`src/rtl/sent_crc_engine.sv`:
```
// sent_crc_engine
// Streaming CRC engine for the SENT receive path. One CRC_W-bit chunk is
// folded into the running remainder per cycle. The engine tracks frame
// boundaries and chunk count, and optionally appends one zero chunk
// (recommended/augmented mode). It then reports the final CRC together with
// a match flag against the CRC the decoder received.
// Instances: CRC4 fast channel (POLY=4'hD, SEED=4'h5) and
//            CRC6 serial message (POLY=6'h19, SEED=6'h15).
// CRC_W is only meaningful as 4 or 6.

module sent_crc_engine #(
    parameter int               CRC_W      = 4,
    parameter logic [CRC_W-1:0] POLY       = 4'hD,
    parameter logic [CRC_W-1:0] SEED       = 4'h5,
    parameter int               MAX_CHUNKS = 8
) (
    input  logic             clk,
    input  logic             reset,
    input  logic             din_valid,
    input  logic             din_sop,
    input  logic             din_eop,
    input  logic [CRC_W-1:0] din,
    input  logic             augment,
    input  logic [CRC_W-1:0] rx_crc,
    output logic             busy,
    output logic             crc_valid,
    output logic [CRC_W-1:0] crc_out,
    output logic             crc_match,
    output logic             crc_len_err,
    output logic             err_sync
);

    localparam int               CNT_W   = $clog2(MAX_CHUNKS + 1);
    localparam logic [CNT_W-1:0] CNT_ONE = CNT_W'(1);
    localparam logic [CNT_W-1:0] CNT_MAX = CNT_W'(MAX_CHUNKS);
    localparam logic [CNT_W-1:0] CNT_SAT = CNT_W'(MAX_CHUNKS + 1);

    typedef enum logic [1:0] {
        IDLE  = 2'd0,
        ACCUM = 2'd1,
        AUG   = 2'd2,
        DONE  = 2'd3
    } state_t;

    // Multiply the remainder by x^CRC_W modulo the generator: CRC_W
    // single-bit shifts, folding the polynomial in whenever the MSB drops out.
    function automatic logic [CRC_W-1:0] crc_step(input logic [CRC_W-1:0] c);
        logic [CRC_W-1:0] r;
        r = c;
        for (int i = 0; i < CRC_W; i++) begin
            if (r[CRC_W-1]) begin
                r = {r[CRC_W-2:0], 1'b0} ^ POLY;
            end else begin
                r = {r[CRC_W-2:0], 1'b0};
            end
        end
        return r;
    endfunction

    // Saturating chunk counter increment; saturation at MAX_CHUNKS+1 is
    // enough to flag an over-length frame without wrapping back to legal.
    function automatic logic [CNT_W-1:0] cnt_inc(input logic [CNT_W-1:0] n);
        logic [CNT_W-1:0] r;
        if (n == CNT_SAT) begin
            r = n;
        end else begin
            r = n + CNT_ONE;
        end
        return r;
    endfunction

    state_t           state_q,       state_d;
    logic [CRC_W-1:0] crc_q,         crc_d;
    logic [CNT_W-1:0] cnt_q,         cnt_d;
    logic             aug_q,         aug_d;
    logic [CRC_W-1:0] rx_crc_q,      rx_crc_d;
    logic             busy_q,        busy_d;
    logic             crc_valid_q,   crc_valid_d;
    logic [CRC_W-1:0] crc_out_q,     crc_out_d;
    logic             crc_match_q,   crc_match_d;
    logic             crc_len_err_q, crc_len_err_d;
    logic             err_sync_q,    err_sync_d;
    logic             sop_beat_s;

    assign sop_beat_s = din_valid & din_sop;

    // Next-state, remainder, counter and output computation for one beat.
    always_comb begin
        state_d       = state_q;
        crc_d         = crc_q;
        cnt_d         = cnt_q;
        aug_d         = aug_q;
        rx_crc_d      = rx_crc_q;
        crc_valid_d   = 1'b0;
        err_sync_d    = 1'b0;
        crc_out_d     = crc_out_q;
        crc_match_d   = crc_match_q;
        crc_len_err_d = crc_len_err_q;

        if (sop_beat_s) begin
            // A sop restarts the frame from any state; whatever was in
            // flight is abandoned and never reported.
            crc_d = crc_step(SEED) ^ din;
            cnt_d = CNT_ONE;
            aug_d = augment;
            if (din_eop) begin
                rx_crc_d = rx_crc;
                state_d  = augment ? AUG : DONE;
            end else begin
                state_d  = ACCUM;
            end
        end else begin
            case (state_q)
                IDLE, DONE: begin
                    // No frame is open: a data beat here is out of sync.
                    err_sync_d = din_valid;
                    state_d    = IDLE;
                end
                ACCUM: begin
                    if (din_valid) begin
                        crc_d = crc_step(crc_q) ^ din;
                        cnt_d = cnt_inc(cnt_q);
                        if (din_eop) begin
                            rx_crc_d = rx_crc;
                            state_d  = aug_q ? AUG : DONE;
                        end else begin
                            state_d  = ACCUM;
                        end
                    end else begin
                        state_d = ACCUM;
                    end
                end
                AUG: begin
                    // Appended zero chunk: the shift alone, nothing XORed in.
                    crc_d   = crc_step(crc_q);
                    state_d = DONE;
                end
                default: begin
                    state_d = IDLE;
                end
            endcase
        end

        // Results are latched on entry to DONE so they are visible, with
        // crc_valid, during the DONE cycle itself.
        if (state_d == DONE) begin
            crc_valid_d   = 1'b1;
            crc_out_d     = crc_d;
            crc_match_d   = (crc_d == rx_crc_d);
            crc_len_err_d = (cnt_d > CNT_MAX);
        end else begin
            crc_valid_d   = 1'b0;
        end

        busy_d = (state_d == ACCUM) || (state_d == AUG);
    end

    // State and registered outputs; reset discards any frame in progress.
    always_ff @(posedge clk or posedge reset) begin
        if (reset) begin
            state_q       <= IDLE;
            crc_q         <= SEED;
            cnt_q         <= {CNT_W{1'b0}};
            aug_q         <= 1'b0;
            rx_crc_q      <= {CRC_W{1'b0}};
            busy_q        <= 1'b0;
            crc_valid_q   <= 1'b0;
            crc_out_q     <= {CRC_W{1'b0}};
            crc_match_q   <= 1'b0;
            crc_len_err_q <= 1'b0;
            err_sync_q    <= 1'b0;
        end else begin
            state_q       <= state_d;
            crc_q         <= crc_d;
            cnt_q         <= cnt_d;
            aug_q         <= aug_d;
            rx_crc_q      <= rx_crc_d;
            busy_q        <= busy_d;
            crc_valid_q   <= crc_valid_d;
            crc_out_q     <= crc_out_d;
            crc_match_q   <= crc_match_d;
            crc_len_err_q <= crc_len_err_d;
            err_sync_q    <= err_sync_d;
        end
    end

    assign busy        = busy_q;
    assign crc_valid   = crc_valid_q;
    assign crc_out     = crc_out_q;
    assign crc_match   = crc_match_q;
    assign crc_len_err = crc_len_err_q;
    assign err_sync    = err_sync_q;

endmodule

```
`config.mk`:
```
export PLATFORM = sky130hd
export DESIGN_NAME = sent_crc_engine
export DESIGN_NICKNAME = d
export VERILOG_FILES = /design/src/rtl/sent_crc_engine.sv
export SDC_FILE = /design/constraint.sdc
export NUM_CORES = 1
export LEC_CHECK = 0
export CORE_ASPECT_RATIO = 0.6
export CORE_MARGIN = 2
export CORE_UTILIZATION = 40
export DETAILED_ROUTE_END_ITERATION = 10
export GPL_TIMING_DRIVEN = 0
export PLACE_DENSITY_LB_ADDON = 0.2
export SLEW_MARGIN = 20
export SYNTH_ARGS = -nofsm -noshare
export SYNTH_HDL_FRONTEND = slang
export SYNTH_SLANG_ARGS = --single-unit
```
`constraint.sdc`:
```
create_clock -name clk -period 2.9 [get_ports clk]
set_input_delay 0.435 -clock clk [delete_from_list [all_inputs] [get_ports clk]]
set_output_delay 0.435 -clock clk [all_outputs]
set_load 0.02 [all_outputs]
```
==> impl_results.md, run 1 <==
* Switching power total at roughly 0.55 mW
* Seq pwr share at about 34%
* Yosys Warn Count at 0
* Fmax at between 0.3 and 0.4 GHz
* Slew HR at 39.6%
* IO Count at 23
* H-tree levels at 1
* Combinational share of power at 50.4%
* Ant diodes at 0
* CTS tree: done
* Final period util at between 90% and 100%
* Crit. End Element: flop
* Maxcap violations at 0
* Root buf cell: clkbuf_8
* Syn_area_per_cell at 9.90 sq um
* WHS Endpoint: err_sync$_DFF_PP0_
* Initial antenna violation count at 0
* Share of the synthesized area in the top cell type at a little under two fifths
* HP Class: primary input to flop
* Port Buffers at 21
* FILL cells at 350
* Type of origin of the critical path: primary input
* Final Hold Vio Count at 0
* Synth-to-Final Area Change at 22.9%
* Most frequent cell after synthesis: dfrtp_1
* Post-Syn Instances at between 100 and 150
* Status: complete, no violations
* Pleak at about 0.78 nW
* Clock power frac at about 15%
* Vias in the first global route at roughly 1100
* Clock Skew at a little under 0.005 ns
* Setup TNS at 0 ns
* Number of synthesized flops with an enable pin at 0
* R2R Path Start: state_q[1]$_DFF_PP0_
* Die width at between 80 and 90 um
* Int Power at around 0.95 mW
* Largest net degree at the start of global routing at 25
* Top post-synthesis cells by area: dfrtp_1 37%, mux2_2 6.1%, xnor2_1 5.3%
* Crit Path Class: primary input to flop
* CTS buffer count at 3
* Via density at 5.33
* DRC viols at 0
* Area leader, netlist: dfrtp_1
* Fin crit period at 2.77 ns
* Crit Path Max Fanout at 4
* Crit path required time at 3.06 ns
* Pwr dens at 825 mW/mm^2
* Capture point of the worst reg-to-reg path: crc_match$_DFFE_PP0P_
* First-pass GRT wire length at about 5600 um
* Hold path start: din_sop
* CTS max path bufs at 2
* Routed length per instance at around 15 um
* Final Core Density at between 50 and 60%
* Predominant post-synthesis flop cell: dfrtp_1
* Worst vdd ir at about 420 uV
* Layout cells sized above 1 at between 10% and 20%
* Mapped Area at around 0.0015 sq mm
* Via count at between 1000 and 1500
* Pre-antenna DRT Iters at 4
* Critical path arrival at 2.93 ns
* Starting Density at 41.0%
* Tot Pwr at 1.50 mW
* Sw Share at roughly 37%
* Final setup fails at 0
* Post-DP Area at 0.00174 sq mm
* Worst skew pair latency at roughly 0.27 ns
* FF-to-FF setup slack at between 0.3 and 0.4 ns
* Die Y at roughly 51 um
* Total track usage at between 15 and 20%
* Die Area at 0.00421 sq mm
* Post-synth net total at 168
* Tightest Pin Transition at 0.905 ns
* Layout Cell Area excl Fill at about 0.0018 sq mm
* Num rows at 17
* Clock Pin Slew Worst Setup and Hold Paths at 0.08 ns
* DRT iter0 DRCs at a little over 100
* Final net count at between 150 and 200
* GP Congestion at 0.810
* Register area share after synthesis at around two fifths
* Total grt overflow at 0
* DP HPWL at about 2500 um
* Sink Count at 24
* WHS Path Cells at 2
* RSZ-0062 raised after global routing: no
* Seq cells post-synth at 24
* DRT antenna net count at 0
* Max Slew Vio Count at 0
* Synth async-reset ratio at 100%
* Synth cell types at 46
* Total length of routed wires at 3310 um
* Synth top cells by count: 22 x dfrtp_1, 13 x inv_1, 12 x nand2_1
* R2R depth at 10
* Core Area at 0.00359 sq mm
kinds of logic after synthesis:
| family | after synthesis | share of synthesized area (%) |
|---|---|---|
| flip-flops | 24 | 40.9 |
| multiplexers | 15 | 11.3 |
| XOR/XNOR | 13 | 9.25 |
| adder cells (fa/ha/maj) | 5 | 4.24 |
| buffers and inverters | 23 | 7.38 |
| AND/OR/NAND/NOR | 37 | 12.3 |
| AO/OA/AOI/OAI | 32 | 14.7 |
power by group through the flow:
stage	Clock, mW	Combinational, mW	Sequential [mW]
2_1_floorplan	0	0.474	0.565
3_3_place_gp	0	0.721	0.514
3_5_place_dp	0	0.738	0.521
4_1_cts	0.234	0.753	0.516
5_1_grt	0.255	0.817	0.531
6_report	0.227	0.754	0.515
routing by layer:
layer	wire, um	share of wire, %	track usage, %
met1	1600	48	26.2
met2	1460	44	27.6
met3	251	7.6	4.24
met4	0	0	2.50
met5	0	0	0
metrics by stage:
step                      hold WS, ns  cells  worst slack, ns
after floorplan                 0.446    149            0.569
after global placement          0.472    217           -0.242
after detailed placement        0.476    217           -0.258
after CTS                       0.464    222           0.0124
after global routing            0.460    221           0.0402
final                           0.468    221            0.135
critical path, cell delays in order:
cell	delay (ns)
clkdlybuf4s50_1	0.53
or2b_2	0.34
mux2i_1	0.16
mux2_1	0.34
a222oi_1	0.30
buf_4	0.18
mux2_2	0.33
o41ai_2	0.31
cell usage in the layout (no fill, tap or decap), types with 4 or more instances in the layout:
cell type,count
mux2i_1,5
o22ai_1,4
xnor2_1,9
mux2_2,8
clkdlybuf4s50_1,21
ha_1,4
inv_1,13
dfrtp_1,22
o21ai_0,4
nand3_1,6
nor2_1,7
a31oi_1,4
clkbuf_8,5
nand2_1,12
a21oi_1,6
buf_2,4
registers in the layout (all words and copies together), names as in the netlist:
register,flops
crc_out,4
crc_len_err,1
crc_q,4
rx_crc_q,4
state_q,2
crc_valid,1
cnt_q,4
aug_q,1
busy,1
err_sync,1
crc_match,1
layout make-up:
| class | count | area [sq um] | share of cell area (%) |
|---|---|---|---|
| flip-flops and latches | 24 | 603 | 33.3 |
| well taps | 47 | 58.8 | 3.24 |
| multi-input cells | 102 | 773 | 42.7 |
| plain buffers | 9 | 56.3 | 3.11 |
| clock buffers | 4 | 55.1 | 3.04 |
| inverters | 13 | 48.8 | 2.69 |
| repair buffers | 22 | 218 | 12.0 |
worst max path at each step:
stage,start,endpoint,cells after the start
after floorplan,din_valid,crc_match$_DFFE_PP0P_,6
after global placement,din_valid,crc_match$_DFFE_PP0P_,10
after detailed placement,din[0],crc_match$_DFFE_PP0P_,7
after CTS,din_valid,crc_match$_DFFE_PP0P_,10
after global routing,din[0],crc_match$_DFFE_PP0P_,8
final,din[0],crc_match$_DFFE_PP0P_,8
what timing repair did:
| action | in CTS | in global routing |
|---|---|---|
| hold buffers | 0 | 0 |
| setup endpoints to repair | 1 | 5 |
| pin swaps | 1 | 0 |
| gates resized for setup | 0 | 2 |
| buffers inserted | 1 | 0 |
(Power assumes the default switching activity.)
==> run 2: changes to the inputs <==
--- a/config.mk
+++ b/config.mk
@@ -5,6 +5,7 @@
 export SDC_FILE = /design/constraint.sdc
 export NUM_CORES = 1
 export LEC_CHECK = 0
+export CAP_MARGIN = 20
 export CORE_ASPECT_RATIO = 0.6
 export CORE_MARGIN = 2
 export CORE_UTILIZATION = 40
==> results of run 2 <==
Same layout as run 1: the final DEF is identical, and so are final timing and power.
==> run 3: changes to the inputs <==
--- a/config.mk
+++ b/config.mk
@@ -6,9 +6,9 @@
 export NUM_CORES = 1
 export LEC_CHECK = 0
 export CAP_MARGIN = 20
-export CORE_ASPECT_RATIO = 0.6
+export CORE_ASPECT_RATIO = 2
 export CORE_MARGIN = 2
-export CORE_UTILIZATION = 40
+export CORE_UTILIZATION = 24
 export DETAILED_ROUTE_END_ITERATION = 10
 export GPL_TIMING_DRIVEN = 0
 export PLACE_DENSITY_LB_ADDON = 0.2
==> run 3 against run 2 <==
Compared with the run above:
- critical path depth shrank 1
- clock power grew 33%
- sequential power is essentially flat
- via count shrank 2.1%
- first-iteration DRC count shrank 73%
- final area grew 1.7%
- clock skew is essentially flat
- global-route usage shrank 6.5 points
- die area grew 62%
- combinational power shrank 3%
- total power grew 3.7%
- clock-buffer cell count is the same
- critical path type unchanged
- critical endpoint unchanged
- largest cell class unchanged
==> impl_results.md, run 3 (same netlist as run 1, synthesis figures left out) <==
* Status: complete, no violations
* Final Core Density at 30.9% (-19 points)
* Fin crit period at 2.75 ns (-0.0156 ns)
* Max Slew Vio Count at 0 (unchanged)
* Clock Pin Slew Worst Setup and Hold Paths at 0.06 ns (-0.02 ns)
* Die Area at 0.00683 sq mm (+62%)
* Final Hold Vio Count at 0 (unchanged)
* Ant diodes at 0 (unchanged)
* Crit path required time at 3.04 ns (-0.02 ns)
* Worst hold slack at 0.463 ns (-0.00506 ns)
* Worst vdd ir at 246 uV (-41%)
* Pre-antenna DRT Iters at 4 (unchanged)
* Maxcap violations at 0 (unchanged)
* CTS max path bufs at 2 (unchanged)
* DRT antenna net count at 0 (unchanged)
* Tightest Pin Transition at 0.918 ns (+0.0131 ns)
* DP HPWL at 2730 um (+9.9%)
* Crit. End Element: flop
* First-pass GRT wire length at 5870 um (+5.6%)
* Pwr dens at 842 mW/mm^2 (+2.0%)
* Leading cell types in the layout, fill and taps excluded: 22 x dfrtp_1, 21 x clkdlybuf4s50_1, 13 x inv_1
* CTS tree: done
* H-tree levels at 1 (unchanged)
* HP Class: primary input to flop
* Worst skew pair latency at 0.26 ns (about the same)
* Core Area at 0.00596 sq mm (+66%)
* FILL cells at 623 (+78%)
* RSZ-0062 raised after global routing: no
* Tot Pwr at 1.55 mW (+3.7%)
* Critical path arrival at 2.89 ns (-0.04 ns)
* Fmax at 0.364 GHz (+0.57%)
* Clock Skew at 0.00449 ns (-0.000329 ns)
* Num rows at 40 (+23)
* DRT iter0 DRCs at 28 (-73%)
* Via density at 4.89 (-8.3%)
* Die width at 59.4 um (-28%)
* Commonest non-fill, non-tap cell in the layout: dfrtp_1
* Crit Path Class: primary input to flop
* Post-CTS Setup Inserts at 0 (-1)
* Starting Density at 24.8% (-16 points)
* Final period util at 94.8% (-0.54 points)
* Vias in the first global route at 1139 (+0.89%)
* Final setup fails at 0 (unchanged)
* Type of origin of the critical path: primary input
* IO Count at 23 (unchanged)
* Total track usage at 11.4% (-6.5 points)
* Via count at 1153 (-2.1%)
* Root buf cell: clkbuf_16
* Sink Count at 24 (unchanged)
* GP Congestion at 0.775 (-4.3%)
* Slew HR at 38.7% (-0.87 points)
* DRC viols at 0 (unchanged)
* Total length of routed wires at 3470 um (+4.9%)
* Largest net degree at the start of global routing at 25 (unchanged)
* CTS buffer count at 3 (unchanged)
* Final net count at 193 (-0.52%)
* Crit Path Max Fanout at 4 (unchanged)
* Routed length per instance at 14.7 um (-1.8%)
* Layout cells sized above 1 at 15.0% (-1.1 points)
* Port Buffers at 21 (unchanged)
* Total grt overflow at 0 (unchanged)
* Initial antenna violation count at 0 (unchanged)
* Die Y at 115 um (+130%)
* Synth-to-Final Area Change at 24.9%
* Pleak at 0.779 nW (+0.31%)
[run 3: cell types whose count changed in the layout (fill, tap and decap cells not counted), sizes merged]
cell  before  now
buf        6    5
[run 3: final timing paths]
path | from | to | slack [ns] | depth (start not counted)
max in group asynchronous | reset | rx_crc_q[1]$_DFF_PP0_ | 1.65 | 2
min in group asynchronous | reset | crc_out[1]$_DFFE_PP0P_ | 0.68 | 2
worst max register to register | state_q[0]$_DFF_PP0_ | crc_match$_DFFE_PP0P_ | 0.34 | 8
worst min-delay path | din_sop | err_sync$_DFF_PP0_ | 0.46 | 2
worst min register to register | aug_q$_DFFE_PP0P_ | aug_q$_DFFE_PP0P_ | 0.48 | 2
worst max-delay path | din[0] | crc_match$_DFFE_PP0P_ | 0.15 | 7
[run 3: through the flow]
| stage | instance area [sq um] | cells | worst slack, ns | setup TNS (ns) |
|---|---|---|---|---|
| 5_1_grt | 1840 | 236 | 0.0105 | 0 |
| 3_3_place_gp | 1760 | 233 | -0.305 | -0.727 |
| 6_report | 1840 | 236 | 0.151 | 0 |
| 3_5_place_dp | 1760 | 233 | -0.236 | -0.596 |
| 2_1_floorplan | 1480 | 149 | 0.569 | 0 |
| 4_1_cts | 1840 | 236 | 0.101 | 0 |
[run 3: worst max-delay path, stage by stage]
cell	delay (ns)
clkdlybuf4s50_1	0.48
or2b_2	0.32
mux2i_1	0.15
mux2_1	0.33
a222oi_1	0.46
mux2_2	0.39
o41ai_1	0.34
[run 3: timing repair]
item	4_1_cts	5_1_grt
hold buffers	0	0
setup endpoints to repair	1	1
pin swaps	0	1
resized for setup	0	3
[run 3: power by group]
part,switching [mW],leakage (nW),total [mW],internal [mW]
logic,0.369,0.446,0.735,0.366
clock network,0.115,0.0382,0.303,0.188
registers,0.0635,0.295,0.513,0.450
[run 3: layout make-up]
class,instances,area [sq um],share of cell area (%)
plain buffers,9,57.6,3.12
clock buffers,4,78.8,4.28
inverters,13,48.8,2.65
repair buffers,21,210,11.4
flip-flops and latches,24,603,32.7
well taps,63,78.8,4.28
multi-input cells,102,766,41.5
[run 3: per-layer routing]
layer  track usage [%]  routed length [um]  up-vias
met5                 0                   0        -
met4              4.55                  58        0
met3              1.24                  71        4
met2              20.4                1940       13
met1              13.2                1400      565
li1                  -                   -      571
